`src/rtl/ir_fetch.sv`:
```
`default_nettype none
// ============================================================================
// Module   : ir_fetch
// Purpose  : Instruction fetch and instruction register. Holds opcode,
//            modebits and operand steady for the T-states of an instruction.
//            Optional one-entry prefetch buffer enabled by IR_FETCH_PREFETCH_EN.
// Revision : 1.0 - initial release
// ============================================================================
module ir_fetch #(
  parameter int unsigned         ADDR_W   = 8,
  parameter logic [ADDR_W-1:0]   RESET_PC = '0
) (
  input  logic              clk,
  input  logic              rst_n,
  output logic              mem_req,
  output logic [ADDR_W-1:0] mem_addr,
  input  logic [15:0]       mem_rdata,
  input  logic              mem_rvalid,
  input  logic              instr_done,
  input  logic              branch_en,
  input  logic [ADDR_W-1:0] branch_addr,
  input  logic              stall,
  output logic [5:0]        opcode,
  output logic [1:0]        modebits,
  output logic [7:0]        operand,
  output logic              ir_valid,
  output logic [ADDR_W-1:0] pc
);

  typedef enum logic [1:0] {
    S_IDLE  = 2'd0,
    S_FETCH = 2'd1,
    S_EXEC  = 2'd2
  } state_t;

  state_t            state_q, state_d;
  logic [ADDR_W-1:0] pc_q, pc_d;
  logic [15:0]       ir_q, ir_d;
  logic              ir_valid_q, ir_valid_d;
  logic              mem_req_q, mem_req_d;
  logic              req_en;
  logic              xfer;
`ifdef IR_FETCH_PREFETCH_EN
  logic [15:0]       pf_buf_q, pf_buf_d;
  logic              pf_valid_q, pf_valid_d;
`endif

  assign xfer = mem_req_q && mem_rvalid;

  always_comb begin
    state_d    = state_q;
    pc_d       = pc_q;
    ir_d       = ir_q;
    ir_valid_d = ir_valid_q;
    req_en     = 1'b0;
`ifdef IR_FETCH_PREFETCH_EN
    pf_buf_d   = pf_buf_q;
    pf_valid_d = pf_valid_q;
`endif
    case (state_q)
      S_IDLE: state_d = S_FETCH;
      S_FETCH: begin
        req_en = 1'b1;
        if (xfer) begin
          ir_d       = mem_rdata;
          pc_d       = pc_q + 1'b1;
          ir_valid_d = 1'b1;
          state_d    = S_EXEC;
`ifndef IR_FETCH_PREFETCH_EN
          req_en     = 1'b0;
`endif
        end
      end
      S_EXEC: begin
`ifdef IR_FETCH_PREFETCH_EN
        req_en = 1'b1;
        if (instr_done) begin
          if (branch_en) begin
            // A same-cycle transfer belongs to the abandoned path: drop it.
            pf_valid_d = 1'b0;
            pc_d       = branch_addr;
            ir_valid_d = 1'b0;
            state_d    = S_FETCH;
          end else if (pf_valid_q) begin
            ir_d       = pf_buf_q;
            pf_valid_d = 1'b0;
          end else if (xfer) begin
            ir_d = mem_rdata;
            pc_d = pc_q + 1'b1;
          end else begin
            ir_valid_d = 1'b0;
            state_d    = S_FETCH;
          end
        end else if (xfer) begin
          pf_buf_d   = mem_rdata;
          pf_valid_d = 1'b1;
          pc_d       = pc_q + 1'b1;
        end
`else
        if (instr_done) begin
          ir_valid_d = 1'b0;
          state_d    = S_FETCH;
          req_en     = 1'b1;
          if (branch_en) begin
            pc_d = branch_addr;
          end
        end
`endif
      end
      default: state_d = S_IDLE;
    endcase
    // Request is registered, so stall withdraws it one edge later.
`ifdef IR_FETCH_PREFETCH_EN
    mem_req_d = req_en && !stall && !pf_valid_d;
`else
    mem_req_d = req_en && !stall;
`endif
  end

  always_ff @(posedge clk or negedge rst_n) begin
    if (!rst_n) begin
      state_q    <= S_IDLE;
      pc_q       <= RESET_PC;
      ir_q       <= '0;
      ir_valid_q <= 1'b0;
      mem_req_q  <= 1'b0;
`ifdef IR_FETCH_PREFETCH_EN
      pf_buf_q   <= '0;
      pf_valid_q <= 1'b0;
`endif
    end else begin
      state_q    <= state_d;
      pc_q       <= pc_d;
      ir_q       <= ir_d;
      ir_valid_q <= ir_valid_d;
      mem_req_q  <= mem_req_d;
`ifdef IR_FETCH_PREFETCH_EN
      pf_buf_q   <= pf_buf_d;
      pf_valid_q <= pf_valid_d;
`endif
    end
  end

  assign mem_req  = mem_req_q;
  assign mem_addr = pc_q;
  assign pc       = pc_q;
  assign opcode   = ir_q[15:10];
  assign modebits = ir_q[9:8];
  assign operand  = ir_q[7:0];
  assign ir_valid = ir_valid_q;

endmodule
`default_nettype wire

```
`config.mk`:
```
export PLATFORM = sky130hd
export DESIGN_NAME = ir_fetch
export DESIGN_NICKNAME = d
export VERILOG_FILES = /design/src/rtl/ir_fetch.sv
export SDC_FILE = /design/constraint.sdc
export NUM_CORES = 1
export LEC_CHECK = 0
export ABC_CLOCK_PERIOD_IN_PS = 1700
export BUFFER_PORTS_ARGS = -buffer_cell sky130_fd_sc_hd__buf_2
export CAP_MARGIN = 20
export CELL_PAD_IN_SITES_DETAIL_PLACEMENT = 1
export CELL_PAD_IN_SITES_GLOBAL_PLACEMENT = 2
export CORE_UTILIZATION = 25
export CTS_CLUSTER_DIAMETER = 150
export CTS_CLUSTER_SIZE = 16
export DETAILED_ROUTE_END_ITERATION = 10
export MAX_ROUTING_LAYER = met4
export PLACE_DENSITY = 0.82
export REMOVE_ABC_BUFFERS = 1
export SETUP_SLACK_MARGIN = 0.4
export SYNTH_ARGS = -nofsm -noshare
export SYNTH_HDL_FRONTEND = slang
export SYNTH_SLANG_ARGS = --single-unit
export TNS_END_PERCENT = 1
```
`constraint.sdc`:
```
create_clock -name clk -period 1.7 [get_ports clk]
set_clock_uncertainty 0.1 [all_clocks]
set_input_delay 0.085 -clock clk [delete_from_list [all_inputs] [get_ports clk]]
set_output_delay 0.085 -clock clk [all_outputs]
set_load 0.01 [all_outputs]
```
; Yosys cells after proc, flatten, opt, wreduce, memory -nomap -nowiden
; Index checks and enable logic that the tools add are counted.
[classes]
n_addsub = 1
eq_ne = 5
muxes = 13
reduce_logical = 9
[ops]
columns = cell, count
row1 = 8-bit 2-to-1 mux, 3
row2 = 8-bit case mux with 2 select lines, 1
row3 = "8-bit by 1-bit adder with 8-bit output, second input constant", 1
row4 = "2-bit inequality test, second input constant", 3
row5 = 2-bit case mux with 3 select lines, 1
row6 = 1-bit 2-to-1 mux, 4
row7 = 2-bit 2-to-1 mux, 2
row8 = 1-bit case mux with 2 select lines, 2
row9 = 2-bit AND reduction, 2
row10 = 4-bit AND reduction, 1
row11 = 3-bit AND reduction, 1
row12 = "2-bit by 1-bit equality test with 1-bit output, second input constant", 1
row13 = "2-bit equality test, second input constant", 1
row14 = 1-bit logical AND, 2
row15 = 2-bit zero test, 1
row16 = 2-bit nonzero test, 1
row17 = 1-bit zero test, 1
[word_totals]
reg_bits = 28
wordCells = 33

; Longest topological paths before layout
[depth]
depth_word = 4
ltp_mapped = 7

; Worst setup path before layout
; OpenSTA, ideal clock, no wires.
[synth_timing]
kind = register to register
from = register state_q[1]
to = register ir_q[10]
setup_ns = 0.125
arrival_ns = 1.366
slack_ns = 0.109
stages_incl_launch_ff = 7
cell_sequence = dfrtp_1 > inv_1 > ha_1 > nand3_2 > buf_6 > buf_6 > mux2_4
[synth_between]
elab_chain_cells = 2
[synth_lines]
columns = element, line_no
row1 = start: declaration, 36  ; state_t state_q, state_d;
row2 = start signal: assignment, 132  ; state_q <= state_d;
row3 = 2-bit by 1-bit equality test with 1-bit output, 60  ; case (state_q)
row4 = 2-bit AND reduction (no source line), -
row5 = end signal: assignment, 134  ; ir_q <= ir_d;
row6 = end: declaration, 38  ; logic [15:0] ir_q, ir_d;
; Every way passes these cells.
; A chain may end at the register's enable or synchronous reset.

; Worst setup path after layout
[layout_timing]
from = register state_q[1]
to = register pc_q[1] (netlist: mem_addr[1])
[layout_between]
elab_chain_cells = 3
[layout_lines]
columns = element, line_no
row1 = 2-bit equality test / 2-bit by 1-bit equality test with 1-bit output (equally long branches), 60
row2 = 2-bit inequality test (no source line) / 2-bit nonzero test (equally long branches), -
row3 = 4-bit AND reduction (no source line), -
row4 = end signal: assignment, 133  ; pc_q <= pc_d;
row5 = end: declaration, 37  ; logic [ADDR_W-1:0] pc_q, pc_d;
; Several ways; a longest one is shown, not always the timed one.

==> impl_metrics.py <==
metrics = {
    "outcome": {
        "status": "finished, final reports clean",
    },
    "worst_setup_path": {
        "arrival_ns": 1.67,
        "reg2reg_depth": 8,
        "cp.required_ns": 1.77,
        "critPathMaxFanout": 6,
        "slowest_stage": "dfrtp_1",
        "path_class": "reg -> reg",
        "worstSetupStartpointType": "flip-flop",
        "end_kind": "flip-flop",
        "cpPeakStageDelay_ns": 0.41,
        "crit_path_frequent_cell": "buf_6",
        "path_cells": "inv_2 -> ha_4 -> nand3_4 -> a22oi_2 -> buf_6 -> buf_12 -> buf_6 -> a21oi_2",
    },
    "cells_and_area": {
        "num_antenna_cells": 0,
        "layout_commonest_cell": "buf_2",
        "fill_cells": 660,
        "syn_to_final_growth_pct": 55.0,
        "fin_cells": 293,
        "multiInputGateArea_sq_um": 724,
        "drive_gt1_share_pct": 49.3,
        "ff_latch_area_sq_um": 702,
        "fin_nets": 257,
        "final_cell_mix": "buf_2, dfrtp_1, dlygate4sd3_1",
    },
    "placement": {
        "hpwlAfterDp_mm": 2.83,
        "gp_congestion": 0.763,
        "pre_cts_slack_ns": -0.0508,
        "io_buffers": 63,
        "dp_cells": 262,
    },
    "timing": {
        "setup_viol": 0,
        "fmax_mhz": 626,
        "relSlewSlack_pct": 56.9,
        "post-route-min-period_ns": 1.60,
        "worst_slew_pin_slew_ns": 0.646,
        "post-route-period-util_pct": 94.0,
        "finalMaxSlewViolations": 0,
        "fin_ws_ns": 0.102,
        "rsz0062_at_grt": "yes",
        "hold_viol": 0,
    },
    "synthesis": {
        "yosysSeqAreaShare_pct": 47.2,
        "synth_seq_cells": 28,
        "ys_warn_count": 0,
        "synth.cell_area_sq_um": 1480,
        "syn_avg_cell_area_sq_um": 11.4,
        "synth.distinct_cells": 36,
        "syn_inst": 130,
    },
    "power": {
        "p_int_mw": 2.05,
        "p_sw_share_pct": 36.1,
        "p_comb_share_pct": 46.7,
        "seqPwrFrac_pct": 36.5,
        "p_leak_nw": 1.14,
        "p_sw_mw": 1.16,
        "pwr-share-clk_pct": 16.8,
        "powerDensity_nw_per_um2": 1400,
        "irDropWorstVdd_uv": 742,
        "finalPower_mw": 3.21,
    },
    "flow_run": {
        "drv_cap": 0,
    },
    "drt": {
        "drtPass1Iterations": 2,
        "drc": 0,
        "dr_total_vias": 1323,
        "drt_wl_total_mm": 4.12,
        "vias_per_cell": 4.52,
        "ant_nets": 0,
        "wl_per_cell_microns": 14.0,
        "drt_iter0_markers": 22,
    },
    "clock_network": {
        "htree_levels": 1,
        "cts_tree": "yes",
        "clockBufferDepth": 2,
        "ctsRootBufferMaster": "clkbuf_8",
        "cts_sinks": 28,
        "insertion_delay_ns": 0.28,
        "clkTransAtPathRegs_ns": 0.10,
        "cts-buffers-inserted": 3,
    },
    "grt": {
        "antenna_found_initial": 0,
        "grt_pass1_vias": 1527,
        "grt_usage_pct": 14.6,
        "grt_max_degree": 29,
        "grt_overflow": 0,
        "grt_pass1_wl_mm": 7.02,
    },
    "die": {
        "pin_count": 64,
        "die_h_microns": 79.0,
        "start_util_pct": 26.5,
        "fp.dieArea_sq_um": 6250,
        "fp-row-count": 27,
        "core-area_sq_um": 5610,
        "die_x_microns": 79.0,
    },
    "min_path": {
        "hold_path_depth": 3,
        "holdCritPathClass": "in -> reg",
    },
}
stage by stage:
step                      utilization [%]  hold slack (ns)   TNS, ns  instance area, sq um
after floorplan                         -           -0.311     -2.11                  1380
after global placement               33.5           0.0510  -0.00658                  1880
after detailed placement             33.5           0.0584    -0.184                  1880
after CTS                            40.8          0.00566         0                  2290
after global routing                 41.0           0.0137         0                  2300
final                                41.0          0.00413         0                  2300
power by group through the flow:
stage / logic, mW / clock network [mW] / registers [mW]
2_1_floorplan: 0.579 / 0 / 1.30
3_3_place_gp: 1.28 / 0 / 1.15
3_5_place_dp: 1.31 / 0 / 1.16
4_1_cts: 1.49 / 0.548 / 1.17
5_1_grt: 1.64 / 0.579 / 1.22
6_report: 1.50 / 0.539 / 1.17
per-layer routing:
layer | track usage [%] | share of wire (%) | vias to the layer above
li1 | - | - | 635
met1 | 17.4 | 43 | 642
met2 | 25.6 | 51 | 44
met3 | 2.41 | 5.3 | 2
met4 | 3.64 | 0.63 | 0
met5 | - | 0 | -
layout make-up:
class / instances / area share, %
clock buffer: 3 / 1.80
clock inverter: 1 / 1.31
inverter: 7 / 1.14
multi-input combinational: 82 / 31.5
sequential: 28 / 30.5
tap: 72 / 3.92
timing repair buffer: 100 / 29.8
critical path: cells and delay by family, from the launching register on:
family	cells	cell delay [ns]
AND/OR/NAND/NOR	1	0.12
AO/OA/AOI/OAI	2	0.26
adder cells (fa/ha/maj)	1	0.18
flip-flops	1	0.41
buffers and inverters	4	0.44
cells in the mapped netlist (all sizes together):
library cell | n | share of area, %
o21ai | 5 | 1.7
o22ai | 1 | 0.42
nor3b | 2 | 1.0
mux2i | 3 | 2.0
o221ai | 1 | 0.59
mux2 | 16 | 14
a221o | 1 | 0.67
nor3 | 1 | 0.67
a21bo | 1 | 0.67
a21oi | 10 | 3.4
a21boi | 1 | 0.76
nand4 | 2 | 0.84
buf | 13 | 6.7
a22oi | 2 | 1.3
dfrtp | 28 | 47
a31o | 1 | 0.59
nand2 | 4 | 1.2
or3 | 1 | 0.42
nor2 | 8 | 2.0
o2bb2a | 1 | 0.67
and4 | 1 | 0.59
inv | 7 | 1.8
a221oi | 1 | 1.0
ha | 5 | 4.2
o2bb2ai | 1 | 0.59
nand3 | 10 | 3.7
nand2b | 1 | 0.42
and3 | 2 | 0.84
flip-flops by register name, indices dropped and copies added, names as in the netlist:
register,flops
mem_addr,8
ir_q,16
ir_valid,1
state_q,2
mem_req,1
final timing paths:
kind	start	endpoint	slack [ns]
min	branch_addr[0]	mem_addr[0]	0.004
max reg2reg	state_q[1]	mem_addr[1]	0.10
max	state_q[1]	mem_addr[1]	0.10
min in group asynchronous	rst_n	ir_q[10]	0.26
min reg2reg	ir_q[0]	ir_q[0]	0.39
max in group asynchronous	rst_n	state_q[0]	0.79
repair_timing:
| action | CTS | global route |
|---|---|---|
| hold buffers | 21 | 0 |
| buffers inserted | 5 | 1 |
| endpoints found under the hold margin | 48 | 0 |
| pin swaps | 4 | 2 |
| setup endpoints to repair | 28 | 28 |
| gates resized for setup | 19 | 2 |
cell families after synthesis:
| logic type | count (synthesis) | share of synthesized area [%] |
|---|---|---|
| AOI/OAI and AO/OA | 26 | 12.4 |
| buffers and inverters | 20 | 8.52 |
| muxes | 19 | 15.9 |
| and+or+nand+nor | 32 | 11.7 |
| adders and majority gates | 5 | 4.22 |
| DFF | 28 | 47.2 |
(Power assumes the default switching activity.)
